$ cat config.mk
export PLATFORM = sky130hd
export DESIGN_NAME = sseg_scan_driver
export DESIGN_NICKNAME = d
export VERILOG_FILES = /design/src/rtl/sseg_scan_driver.sv
export SDC_FILE = /design/constraint.sdc
export NUM_CORES = 1
export LEC_CHECK = 0
export ABC_AREA = 1
export BUFFER_PORTS_ARGS = -buffer_cell sky130_fd_sc_hd__buf_4
export CAP_MARGIN = 20
export CORE_UTILIZATION = 47
export CTS_CLUSTER_DIAMETER = 120
export DETAILED_ROUTE_END_ITERATION = 7
export PLACE_DENSITY = 0.65
export SYNTH_ARGS = -nofsm -noshare
export SYNTH_HDL_FRONTEND = slang
export SYNTH_SLANG_ARGS = --single-unit
$ cat constraint.sdc
create_clock -name M_CLOCK -period 4.2 [get_ports M_CLOCK]
set_input_delay 0 -clock M_CLOCK [delete_from_list [all_inputs] [get_ports M_CLOCK]]
set_output_delay 0 -clock M_CLOCK [all_outputs]
set_load 0.02 [all_outputs]
$ cat src/rtl/sseg_scan_driver.sv
// Scans four 7-segment digits plus colon from a double-buffered image; outputs are registered (1 cycle after index change).
// No backpressure: upd_valid is always accepted, the newest pending image wins and upd_busy shows it has not yet reached a frame boundary.
module sseg_scan_driver #(
    parameter int REFRESH_TICKS = 49999,
    parameter int BLINK_TICKS   = 24999999
) (
    input  logic        M_CLOCK,
    input  logic        M_RESET,
    input  logic        upd_valid,
    input  logic [15:0] upd_digits,
    input  logic [3:0]  upd_blank,
    input  logic [3:0]  upd_blink,
    input  logic [3:0]  upd_dp,
    input  logic [1:0]  upd_colon,
    output logic        upd_busy,
    output logic [7:0]  IO_SSEG,
    output logic [3:0]  IO_SSEGD,
    output logic        IO_SSEG_COL
);

    localparam int RW = (REFRESH_TICKS < 1) ? 1 : $clog2(REFRESH_TICKS + 1);
    localparam int BW = (BLINK_TICKS < 1) ? 1 : $clog2(BLINK_TICKS + 1);
    localparam logic [RW-1:0] REFRESH_MAX = RW'(REFRESH_TICKS);
    localparam logic [BW-1:0] BLINK_MAX   = BW'(BLINK_TICKS);

    typedef struct packed {
        logic [15:0] digits;
        logic [3:0]  blank;
        logic [3:0]  blink;
        logic [3:0]  dp;
        logic [1:0]  colon;
    } disp_t;

    // Digits reset to 4'hF so segment lines stay dark along with the anodes.
    localparam disp_t DISP_RESET = '{digits: 16'hFFFF, blank: 4'hF, blink: 4'h0, dp: 4'h0, colon: 2'b00};

    function automatic logic [6:0] seg_decode(input logic [3:0] v);
        logic [6:0] s;
        case (v)
            4'd0:    s = 7'h40;
            4'd1:    s = 7'h79;
            4'd2:    s = 7'h24;
            4'd3:    s = 7'h30;
            4'd4:    s = 7'h19;
            4'd5:    s = 7'h12;
            4'd6:    s = 7'h02;
            4'd7:    s = 7'h78;
            4'd8:    s = 7'h00;
            4'd9:    s = 7'h18;
            4'd15:   s = 7'h7F;
            default: s = 7'h3F;
        endcase
        return s;
    endfunction

    logic [RW-1:0] r_refresh_cnt;
    logic [BW-1:0] r_blink_cnt;
    logic [1:0]    r_digit_idx;
    logic          r_blink_phase;
    logic          r_busy;
    disp_t         r_active;
    disp_t         r_pending;
    logic [7:0]    r_sseg;
    logic [3:0]    r_ssegd;
    logic          r_col;

    logic          w_refresh_wrap;
    logic          w_blink_wrap;
    logic          w_frame_boundary;
    logic [3:0]    w_cur_digit;
    logic          w_anode_off;
    logic [3:0]    w_ssegd_nxt;
    logic [7:0]    w_sseg_nxt;
    logic          w_col_nxt;
    disp_t         w_upd;

    always_comb begin
        w_refresh_wrap   = (r_refresh_cnt == REFRESH_MAX);
        w_blink_wrap     = (r_blink_cnt == BLINK_MAX);
        w_frame_boundary = w_refresh_wrap && (r_digit_idx == 2'd3);

        w_upd.digits = upd_digits;
        w_upd.blank  = upd_blank;
        w_upd.blink  = upd_blink;
        w_upd.dp     = upd_dp;
        w_upd.colon  = upd_colon;

        w_cur_digit = r_active.digits[{r_digit_idx, 2'b00} +: 4];
        // Wrap cycle is forced dark so the next digit's segments never ghost onto the previous anode.
        w_anode_off = w_refresh_wrap
                    | r_active.blank[r_digit_idx]
                    | (r_active.blink[r_digit_idx] & r_blink_phase);
        w_ssegd_nxt = w_anode_off ? 4'b1111 : ~(4'b0001 << r_digit_idx);
        w_sseg_nxt  = {~r_active.dp[r_digit_idx], seg_decode(w_cur_digit)};
        w_col_nxt   = ~(r_active.colon[0] & ~(r_active.colon[1] & r_blink_phase));
    end

    always_ff @(posedge M_CLOCK) begin
        if (M_RESET) begin
            r_refresh_cnt <= '0;
            r_blink_cnt   <= '0;
            r_digit_idx   <= 2'd0;
            r_blink_phase <= 1'b0;
            r_busy        <= 1'b0;
            r_active      <= DISP_RESET;
            r_pending     <= DISP_RESET;
            r_sseg        <= 8'hFF;
            r_ssegd       <= 4'b1111;
            r_col         <= 1'b1;
        end else begin
            if (w_refresh_wrap) begin
                r_refresh_cnt <= '0;
                r_digit_idx   <= r_digit_idx + 2'd1;
            end else begin
                r_refresh_cnt <= r_refresh_cnt + RW'(1);
            end

            if (w_blink_wrap) begin
                r_blink_cnt   <= '0;
                r_blink_phase <= ~r_blink_phase;
            end else begin
                r_blink_cnt <= r_blink_cnt + BW'(1);
            end

            // Boundary consumes the old pending image first; a coincident strobe then refills it.
            if (w_frame_boundary && r_busy) begin
                r_active <= r_pending;
                r_busy   <= 1'b0;
            end
            if (upd_valid) begin
                r_pending <= w_upd;
                r_busy    <= 1'b1;
            end

            r_sseg  <= w_sseg_nxt;
            r_ssegd <= w_ssegd_nxt;
            r_col   <= w_col_nxt;
        end
    end

    assign upd_busy    = r_busy;
    assign IO_SSEG     = r_sseg;
    assign IO_SSEGD    = r_ssegd;
    assign IO_SSEG_COL = r_col;

endmodule

### Word level (Yosys, flattened, before mapping)

Memories as Yosys holds them, arrays and structs flattened. A register that Yosys moved wholly into a read port is not among the register bits.
Index checks and enable logic that the tools add are counted.

| word-level totals | value |
|---|---|
| bits in read-only memories | 112 |
| memories | 1 |
| input bits | 33 |
| logic and storage cells | 52 |
| register bits | 118 |
| output and inout port bits | 14 |

Memory list:

| name | depth | width | read ports | clocked after memory_dff | wr ports | line | text |
|---|---|---|---|---|---|---|---|
| (no name shown) | 16 | 7 | 1 | 1 | 0 | 39 | `case (v)` |

| cells by class | value |
|---|---|
| $add $sub $neg | 3 |
| shifts and indexed selects | 2 |
| $lt $le $gt $ge | 1 |
| reduce and logical (&&, ||, !) cells | 6 |
| mux-type cells | 8 |
| equal/unequal tests | 3 |
| bitwise operators | 10 |

Operator list:

| operator | number |
|---|---|
| 25-bit by 1-bit adder with 25-bit output, second input constant | 1 |
| 25-bit equality test, second input constant | 1 |
| 16-bit by 1-bit adder with 16-bit output, second input constant | 1 |
| 16-bit equality test, second input constant | 1 |
| 16-bit by 5-bit indexed part select with 4-bit output | 1 |
| 1-bit binary-select mux with 2-bit select | 3 |
| 2-bit OR reduction | 3 |
| 1-bit 2-to-1 mux | 5 |
| 1-bit NOT | 4 |
| 4-bit NOT | 1 |
| 1-bit by 2-bit left shift with 4-bit output, first input constant | 1 |
| 1-bit AND | 3 |
| 2-bit by 3-bit less-than comparator with 1-bit output, second input constant | 1 |
| 2-bit by 1-bit adder with 2-bit output, second input constant | 1 |
| 2-bit equality test, second input constant | 1 |
| 1-bit logical AND | 2 |
| 1-bit OR | 2 |
| 2-bit nonzero test | 1 |

### Depth between registers and ports, before layout

Gate-level depths: netlist of the first run.

| depth | value |
|---|---|
| word-level depth | 5 |
| gate-level depth with buffers | 12 |
| gate-level depth less buffers | 10 |

### Least setup slack after synthesis of the first run

OpenSTA, ideal clock, no wires.

| timing path | value |
|---|---|
| path type | reg-to-reg |
| start point | register r_digit_idx[0] |
| end point | register r_sseg[5] (netlist: IO_SSEG[5]) |
| clock period less this slack | 1534 ps |
| stages on the path, launching flop included | 11 |
| arrival | 1406 ps |
| slack | 2666 ps |
| library setup time | 128 ps |
| cell sequence | dfxtp_1 > buf_4 > inv_2 > buf_2 > nand2_1 > nand3_1 > nand2_1 > inv_1 > ha_1 > o211ai_1 > nand2_1 |

| between the ends | value |
|---|---|
| longest elaborated chain between the ends | 1 |

Ends and longest elaborated chain:

| item | line | text |
|---|---|---|
| start, declared | 58 | `logic [1:0] r_digit_idx;` |
| start signal, assigned | 113 | `r_digit_idx <= r_digit_idx + 2'd1;` |
| 16-bit by 5-bit indexed part select with 4-bit output | 88 | `w_cur_digit = r_active.digits[{r_digit_idx, 2'b00} +: 4];` |
| end, declared | 63 | `logic [7:0] r_sseg;` |

Every way passes these cells.
A chain may end at the register's enable or synchronous reset.

### Worst setup path in the final report of the first run

| timing path | value |
|---|---|
| start point | register r_digit_idx[0] |
| end point | register r_active[14] (netlist bit) |

| between the ends | value |
|---|---|
| longest elaborated chain between the ends | 3 |

Ends and longest elaborated chain:

| item | line | text |
|---|---|---|
| 2-bit equality test | 80 | `w_frame_boundary = w_refresh_wrap && (r_digit_idx == 2'd3);` |
| 1-bit logical AND | 80 |  |
| 1-bit logical AND | 126 | `if (w_frame_boundary && r_busy) begin` |
| end signal, assigned | 127 | `r_active <= r_pending;` |
| end, declared | 61 | `disp_t r_active;` |

Every way passes these cells.

==> flow_summary_export.csv, run 1 <==
group,metric,value,unit
run_status,outcome,"finished clean",
die,rows,37,
finish,final_nets,858,
finish,postLayoutCoreUtil,64.7,%
die,die_w,107,µm
finish,postLayoutCellArea,0.00680,mm²
finish,multiInputGateArea,0.00248,mm²
finish,num_antenna_cells,0,
setup_path,arrival,2.73,ns
yosys,synth_edf_count,0,
global_routing,grt_pass1_vias,4488,
clocking,clkTransAtPathRegs,0.06,ns
die,chipHeight,107,µm
sta,relSlewSlack,38.1,%
yosys,synth_top_area_cell,"dfxtp_1",
route,drc_errors,0,
clocking,cts-root-buf,"clkbuf_8",
yosys,synth.net_count,759,
global_routing,grt_usage,22.9,%
sta,final_hold_viol_count,0,
placed_design,place_area,0.00556,mm²
route,via_count,4798,
yosys,synthTopCellsByCount,"nand2_1 (194), dfxtp_1 (118), nor2_1 (117)",
clocking,clock_latency,0.52,ns
clocking,h-tree-depth,4,
die,start_util,49.3,%
route,drt-vias-per-instance,4.99,
yosys,yosysMostFrequentCell,"nand2_1",
flow_run,cap_violations,0,
global_routing,grt_pass1_wl,20400,µm
yosys,seq_area_frac_synth,45.6,%
sta,rsz0062_at_grt,"no",
sta,fmax,426,MHz
sta,worst_slack,1.85,ns
yosys,netlist-cell-type-count,33,
setup_path,endpoint_kind,"register",
finish,seqCellArea,0.00236,mm²
yosys,yosys.area.top_type_share,45.6,%
setup_path,cp_max_fo,40,
yosys,synthFlopType,"dfxtp_1",
yosys,synth_area_per_cell,7.24,µm²
setup_path,critical_path_class,"reg2reg",
yosys,synth_area,0.00518,mm²
finish,area.growth.synth_to_final,31.3,%
yosys,ys_seq_elements,118,
route,wl_per_cell,12.5,µm
clocking,post_cts_buffers,0,
global_routing,grt-ovfl-total,0,
global_routing,grt_max_degree,54,
setup_path,startpoint_type,"register",
yosys,syn_inst,715,
sta,tightest_slew,0.928,ns
placed_design,dp_hpwl,7560,µm
finish,drive_above_1_share,12.0,%
route,dr.pass1.iters,4,
yosys,synth_warnings,0,
clocking,cts_tree,"built",
setup_path,critPathRequiredTime,4.58,ns
clocking,numClockSinks,118,
die,io_pins,47,
pwr,fin_total_pwr,2.82,mW
sta,finalSetupTns,0,ns
sta,setup_violations,0,
pwr,p_leak,2.83,nW
die,core-area,0.0105,mm²
route,drt-initial-drc-count,254,
die,die_area,0.0114,mm²
sta,min_period,2.35,ns
sta,drv_slew,0,
route,wirelength,12000,µm
global_routing,antenna_found_initial,0,
sta,finClkSkew,0.00600,ns
route,ant_nets,0,
finish,final.fill_count,882,
yosys,synth.area.top_cells,"dfxtp_1 (46%), nand2_1 (14%), nor2_1 (8.5%)",
min_path,hold_path_class,"in2reg",
placed_design,dp_slack,1.87,ns
sta,post-route-period-util,55.8,%
clocking,clock_path_buffers,2,
clocking,cts_buffers,17,
pwr,vdd_drop_max,0.000323,V
pwr,cellPowerDensity,414,mW/mm²
placed_design,gp_congestion,0.868,
placed_design,portBuffers,46,
yosys,async_flop_share,0,%
-- per-layer routing --
metal | GRT usage [%] | vias up | part of all wire, %
met5 | 0 | - | 0
met2 | 39.9 | 93 | 51
met1 | 26.4 | 2200 | 45
li1 | - | 2494 | -
met3 | 7.29 | 11 | 3.8
met4 | 7.53 | 0 | 0.95
-- critical path, cell delays in order (launching register included) --
cell	delay (ns)
dfxtp_1	0.72
ha_1	0.82
nand4_2	0.16
buf_4	0.30
nand2_1	0.12
nand3_1	0.08
-- sequential cells by signal, summed over array words and instances, names as in the netlist --
name / count
IO_SSEGD: 4
IO_SSEG_COL: 1
r_pending: 30
r_blink_cnt: 25
IO_SSEG: 8
r_refresh_cnt: 16
r_blink_phase: 1
r_digit_idx: 2
upd_busy: 1
r_active: 30
-- final cells by class --
class | count | share of cell area, %
multi-input cells | 518 | 36.4
repair buffers | 110 | 14.4
well taps | 136 | 2.50
flip-flops and latches | 118 | 34.7
clock buffers | 24 | 7.07
inverters | 49 | 2.70
clock inverters | 7 | 2.10
-- where the power goes --
group          total (mW)  switching [mW]  internal [mW]
Combinational       0.135          0.0587         0.0762
Clock                1.51           0.491           1.02
Sequential           1.17          0.0200           1.15
-- cell usage in the layout (no fill, tap or decap), types with 2 or more instances in the layout --
master	instances
nor2_4	3
nand3_2	2
a31oi_1	3
nand3b_1	3
inv_1	45
buf_4	48
o211ai_1	3
nor2_1	117
nor3_1	7
a21oi_1	21
nand2_2	5
or2_2	3
nand2_1	194
dlygate4sd3_1	61
dfxtp_1	118
inv_2	3
clkbuf_1	3
xor2_1	10
clkbuf_8	5
clkbuf_16	16
nor2_2	3
xnor2_1	9
o21ai_0	18
ha_1	11
clkinvlp_4	3
bufinv_16	4
nand4_1	24
nand3_1	75
-- cell families (layout without fill, tap and decap cells) --
family / Yosys count / in the layout / synth area share, %
simple gates: 440 / 440 / 37.0
flops: 118 / 118 / 45.6
xor+xnor: 19 / 19 / 3.21
fa+ha+maj: 11 / 11 / 2.66
buf+inv: 79 / 190 / 6.52
compound gates: 48 / 48 / 5.00
-- stage by stage --
| step | hold slack [ns] | instances |
|---|---|---|
| after floorplan | 0.0691 | 715 |
| after global placement | 0.210 | 869 |
| after detailed placement | 0.214 | 869 |
| after CTS | 0.231 | 961 |
| after global routing | 0.246 | 962 |
| final | 0.259 | 962 |
-- path summary, 6_finish.rpt --
kind	startpoint	end	slack, ns	depth (start not counted)
max	r_digit_idx[0]	r_active[14]	1.85	5
min	M_RESET	r_blink_phase	0.26	3
max reg2reg	r_digit_idx[0]	r_active[14]	1.85	5
min reg2reg	r_active[0]	IO_SSEG_COL	0.43	1
-- what timing repair did --
action | in CTS | in global routing
endpoints found under the hold margin | 42 | 0
hold buffers | 61 | 0
resized for setup | 0 | 0
(Power assumes the default switching activity.)
==> run 2, diff against run 1 <==
- PLACE_DENSITY: 0.65 -> 0.68
- clock period: 4.2 -> 2 ns (I/O delays scaled with it)
==> run 2 against run 1 <==
  * Sequential power grew 110%
  * Global-route usage grew 0.34 points
  * Final area is essentially flat
  * Worst setup slack lost 1.7 ns
  * Sequential share of layout area is essentially flat
  * Non-clock buffer count grew 7
  * Cell count grew 0.83%
  * Via count grew 1.1%
  * Critical path depth grew 3
  * Die area is the same
  * Critical endpoint is now IO_SSEG[0]
  * Largest power group unchanged
==> flow_summary_export.csv, run 2 (same netlist as run 1, synthesis figures left out) <==
group,metric,value,unit
sta,rsz0062_at_grt,"no",
route,ant_nets,0,
global_routing,grt_usage,23.2,%
sta,final_hold_viol_count,0,
die,core-area,0.0105,mm²
die,die_w,107,µm
placed_design,portBuffers,46,
clocking,clkTransAtPathRegs,0.06,ns
global_routing,use_met1,28.3,%
clocking,post_cts_buffers,0,
setup_path,rrSetupSlack,0.19,ns
sta,tightest_slew,0.464,ns
setup_path,endpoint_kind,"register",
global_routing,busiest_layer,"met2",
clocking,cts_buffers,17,
route,drt-initial-drc-count,242,
sta,finalSetupTns,0,ns
sta,drv_slew,0,
setup_path,worst_path_max_delay_cell,"dfxtp_1",
die,die_area,0.0114,mm²
die,chipHeight,107,µm
min_path,hold_path_class,"in2reg",
route,via_count,4849,
sta,relSlewSlack,68.9,%
setup_path,critPathRequiredTime,2.39,ns
global_routing,grt_pass1_wl,20900,µm
placed_design,dp_hpwl,7590,µm
finish,final.fill_count,900,
route,drc_errors,0,
setup_path,cp_common_cell,"nand2_1",
route,drt-vias-per-instance,5.00,
clocking,cts_tree,"built",
sta,hold_ws,0.243,ns
placed_design,gp_congestion,0.815,
finish,area.growth.synth_to_final,31.4,%
pwr,p_leak,2.84,nW
setup_path,cp_max_fo,10,
sta,fmax,552,MHz
setup_path,crit_chain,"inv_2 -> nand3_1 -> nand2_1 -> ha_1 -> inv_1 -> nand2_1 -> o211ai_1 -> nand2_1",
pwr,cellPowerDensity,834,mW/mm²
clocking,numClockSinks,118,
global_routing,grt_max_degree,41,
min_path,min_to,"r_blink_phase",
finish,drive_above_1_share,13.1,%
setup_path,startpoint_type,"register",
setup_path,arrival,2.21,ns
setup_path,r2r-start,"r_digit_idx[1]",
die,rows,37,
die,start_util,49.3,%
sta,post-route-period-util,90.6,%
sta,finClkSkew,0.00968,ns
finish,final_nets,865,
finish,postLayoutCoreUtil,64.8,%
route,dr.pass1.iters,4,
route,wirelength,12400,µm
clocking,h-tree-depth,4,
placed_design,place_area,0.00562,mm²
finish,num_antenna_cells,0,
global_routing,antenna_found_initial,0,
finish,postLayoutCellArea,0.00681,mm²
finish,reg_top3,"r_active: 30 flops, r_pending: 30 flops, r_blink_cnt: 25 flops",
finish,final_cell_mix,"nand2_1 (194), dfxtp_1 (118), nor2_1 (117)",
finish,final_common_cell,"nand2_1",
setup_path,rr_worst_depth,8,
clocking,cts-root-buf,"clkbuf_8",
sta,min_period,1.81,ns
global_routing,grt_use_met2,39.6,%
run_status,outcome,"finished clean",
setup_path,slowest_delay,0.58,ns
route,wl_per_cell,12.7,µm
global_routing,gr-usage-met3,4.68,%
pwr,fin_total_pwr,5.67,mW
die,io_pins,47,
setup_path,reg2reg_to,"IO_SSEG[0]",
clocking,clock_latency,0.52,ns
min_path,worstHoldStart,"M_RESET",
global_routing,grt_pass1_vias,4654,
flow_run,cap_violations,0,
clocking,clock_path_buffers,2,
pwr,vdd_drop_max,0.000628,V
setup_path,critical_path_class,"reg2reg",
sta,setup_violations,0,
min_path,whs_path_depth,3,
global_routing,grt-ovfl-total,0,
[run 2: where the power goes]
part	switching, mW	internal (mW)
combinational	0.134	0.166
sequential	0.0318	2.41
clock	1.12	1.82
[run 2: worst max path at each step]
stage,startpoint,to,slack (ns),cells after the start
floorplan,r_digit_idx[0],IO_SSEG[5],0.47,10
global route,r_digit_idx[1],IO_SSEG[0],0.07,8
CTS,r_digit_idx[1],IO_SSEG[0],0.21,8
finish,r_digit_idx[1],IO_SSEG[0],0.19,8
global placement,r_digit_idx[1],IO_SSEG[0],0.30,8
detailed placement,r_blink_cnt[0],r_blink_cnt[11],0.25,8
[run 2: timing repair]
action / in CTS / in global routing
resized for setup: 0 / 0
hold buffers: 61 / 0
endpoints found under the hold margin: 39 / 0
endpoints found under the setup margin: 0 / 0
[run 2: metal layers]
| metal | wire length (µm) | vias up |
|---|---|---|
| met1 | 5580 | 2228 |
| met5 | 0 | - |
| met2 | 6190 | 82 |
| met3 | 375 | 20 |
| met4 | 226 | 0 |
| li1 | - | 2519 |
[run 2: layout make-up]
class / count / area [µm²] / share of cell area (%)
Sequential cell: 118 / 2360 / 34.7
Inverter: 49 / 184 / 2.70
Tap cell: 136 / 170 / 2.50
Clock inverter: 13 / 149 / 2.19
Multi-Input combinational cell: 518 / 2480 / 36.4
Clock buffer: 19 / 432 / 6.34
Timing Repair Buffer: 117 / 1030 / 15.1
[run 2: critical path, delay by kind of cell (launching register included)]
family	cells	cell delay [ns]
adder cells (fa/ha/maj)	1	0.26
AO/OA/AOI/OAI	1	0.11
flip-flops	1	0.58
AND/OR/NAND/NOR	4	0.47
buffers and inverters	2	0.26
[run 2: stage by stage]
stage          std cells  setup slack (ns)
6_report             970             0.187
5_1_grt              970            0.0657
4_1_cts              970             0.214
3_5_place_dp         877             0.253
3_3_place_gp         877             0.301
2_1_floorplan        715             0.466
==> run 3, diff against run 2 <==
- ABC_AREA: 1 -> not set
==> run 3 against run 2 <==
  * Clock-buffer cell count grew 4
  * Hold slack lost 0.21 ns
  * Clock skew down 0.0016 ns
  * Via count down 16%
  * Critical endpoint is now IO_SSEG[4]
  * First-iteration DRC count is 23% higher
  * Cell count is 22% lower
  * Synthesized cell count decreased by 25%
  * Sequential power barely moved
  * Sequential cell count is the same
  * Combinational power down 13%
  * Total power fell by 2.6%
  * Sequential share of layout area is 2.1 points higher
  * Highest routed layer unchanged
  * Critical path type unchanged
==> flow_summary_export.csv, run 3 <==
group,metric,value,unit
route,drc_errors,0,
setup_path,critical_path_class,"reg2reg",
finish,final_nets,656,
clocking,cts-root-buf,"clkbuf_8",
yosys,synth_area,0.00502,mm²
clocking,clkTransAtPathRegs,0.05,ns
pwr,p_leak,2.47,nW
placed_design,portBuffers,46,
global_routing,grt_usage,21.1,%
placed_design,gp_congestion,0.811,
setup_path,startpoint_type,"register",
setup_path,endpoint_kind,"register",
setup_path,rrSetupSlack,0.14,ns
yosys,synth_top_area_cell,"dfxtp_1",
global_routing,antenna_found_initial,0,
sta,finalSetupTns,0,ns
pwr,seqPwrFrac,44.0,%
sta,hold_ws,0.0351,ns
setup_path,setup.worst_path.end,"IO_SSEG[4]",
placed_design,dp_hpwl,6930,µm
pwr,combPwrFrac,4.7,%
setup_path,arrival,2.25,ns
yosys,synth_area_per_cell,9.41,µm²
yosys,synthTopCellsByCount,"dfxtp_1 (118), nand3_1 (64), nor2_1 (43)",
die,core-area,0.0103,mm²
yosys,synth_edf_count,0,
pwr,power.switching,1.15,mW
placed_design,place_area,0.00546,mm²
route,ant_nets,0,
clocking,clock_latency,0.52,ns
yosys,yosysMostFrequentCell,"dfxtp_1",
sta,rsz0062_at_grt,"no",
route,wl_per_cell,14.1,µm
sta,relSlewSlack,62.3,%
finish,final_common_cell,"dfxtp_1",
yosys,synthFlopType,"dfxtp_1",
setup_path,critPathRequiredTime,2.39,ns
yosys,ys_seq_elements,118,
route,wirelength,10800,µm
route,dr.pass1.iters,4,
run_status,outcome,"finished clean",
finish,postLayoutCoreUtil,62.2,%
clocking,clock_path_buffers,2,
route,drt-vias-per-instance,5.36,
yosys,yosys.area.top_type_share,47.1,%
sta,min_period,1.86,ns
sta,drv_slew,0,
min_path,hold_path_class,"in2reg",
setup_path,reg2reg_to,"IO_SSEG[4]",
pwr,cellPowerDensity,860,mW/mm²
pwr,clkPwrFrac,51.3,%
yosys,seq_area_frac_synth,47.1,%
yosys,synth.net_count,577,
die,start_util,48.6,%
finish,final.fill_count,829,
sta,fmax,538,MHz
yosys,syn_inst,533,
sta,final_hold_viol_count,0,
setup_path,r2r-start,"r_digit_idx[0]",
finish,num_antenna_cells,0,
die,chipHeight,105,µm
clocking,post_cts_buffers,0,
setup_path,rr_worst_depth,7,
die,rows,37,
route,drt-initial-drc-count,298,
finish,postLayoutCellArea,0.00643,mm²
finish,drive_above_1_share,17.3,%
pwr,vdd_drop_max,0.000574,V
yosys,synth.area.top_cells,"dfxtp_1 (47%), mux2i_1 (6.4%), nand3_1 (6.4%)",
clocking,numClockSinks,118,
clocking,h-tree-depth,4,
route,via_count,4079,
yosys,async_flop_share,0,%
yosys,netlist-cell-type-count,47,
clocking,cts_tree,"built",
finish,area.growth.synth_to_final,28.1,%
sta,setup_violations,0,
die,die_w,105,µm
finish,final_cell_mix,"dfxtp_1 (117), nand3_1 (64), buf_4 (51)",
yosys,synth_warnings,0,
pwr,cell_internal_pwr,4.38,mW
sta,tightest_slew,0.565,ns
finish,reg_top3,"r_active: 30 flops, r_pending: 30 flops, r_blink_cnt: 25 flops",
global_routing,grt-ovfl-total,0,
global_routing,grt_pass1_wl,18200,µm
sta,post-route-period-util,92.9,%
die,die_area,0.0111,mm²
sta,finClkSkew,0.00812,ns
sta,worst_slack,0.141,ns
min_path,whs_path_depth,3,
pwr,swShare,20.8,%
setup_path,cp_max_fo,5,
global_routing,grt_pass1_vias,3900,
die,io_pins,47,
global_routing,grt_max_degree,39,
flow_run,cap_violations,0,
placed_design,dp_slack,0.0924,ns
clocking,cts_buffers,17,
setup_path,critPathLaunch,"r_digit_idx[0]",
[run 3: cell types whose count changed after synthesis, sizes merged, moves of 13 or more]
cell   change
inv       -37
nor2      -79
nand2    -159
mux2i     +32
nand3     -13
o21ai     +25
[run 3: area by class of cell]
| type | instances | area, µm² | area share (%) |
|---|---|---|---|
| clock buffers | 23 | 457 | 7.11 |
| clock inverters | 9 | 101 | 1.58 |
| inverters | 12 | 45.0 | 0.701 |
| multi-input cells | 367 | 2420 | 37.6 |
| flip-flops and latches | 118 | 2360 | 36.8 |
| well taps | 136 | 170 | 2.65 |
| repair buffers | 96 | 873 | 13.6 |
[run 3: layer usage]
layer / share of wire, % / GRT usage (%) / wire length, µm
met1: 46 / 25.1 / 4910
met4: 1.1 / 7.24 / 113
met3: 4.5 / 7.67 / 489
met2: 49 / 35.0 / 5240
met5: 0 / 0 / 0
[run 3: critical path, stage by stage, from the launching register on]
cell,delay (ns)
dfxtp_2,0.40
mux4_2,0.58
inv_1,0.13
ha_1,0.18
inv_1,0.05
nor2_1,0.16
mux2_2,0.18
nand2_1,0.05
[run 3: what timing repair did]
item,in CTS,in global routing
endpoints found under the setup margin,0,1
endpoints found under the hold margin,48,0
hold buffers,41,0
resized for setup,0,1
[run 3: worst min-delay path by stage]
stage / start / to / slack, ns
after floorplan: upd_blank[0] / r_pending[10] / 0.13
after global placement: upd_digits[7] / r_pending[21] / 0.22
after detailed placement: upd_digits[7] / r_pending[21] / 0.22
after CTS: upd_valid / r_pending[13] / 0.004
after global routing: upd_valid / r_pending[13] / 0.009
final: upd_valid / r_pending[26] / 0.04
[run 3: cell families (layout without fill, tap and decap cells)]
group                      after synthesis  in the layout  synth area share [%]
and+or+nand+nor                        211            211                  22.4
muxes                                   40             40                  9.75
AOI/OAI and AO/OA                       79             79                  8.70
DFF                                    118            118                  47.1
buffers and inverters                   48            140                  4.76
adders and majority gates               11             11                  2.74
xor gates and xnor gates                26             26                  4.54
[run 3: stage by stage]
step	instances	power, mW
floorplan	533	2.59
global placement	688	2.67
detailed placement	688	2.68
CTS	761	5.59
global route	761	5.73
finish	761	5.53
[run 3: power groups by stage]
stage                     Clock [mW]  Sequential, mW  Combinational, mW
after floorplan                    0            2.47              0.120
after global placement             0            2.48              0.192
after detailed placement           0            2.48              0.195
after CTS                       2.90            2.43              0.260
after global routing            3.01            2.44              0.286
final                           2.83            2.43              0.260
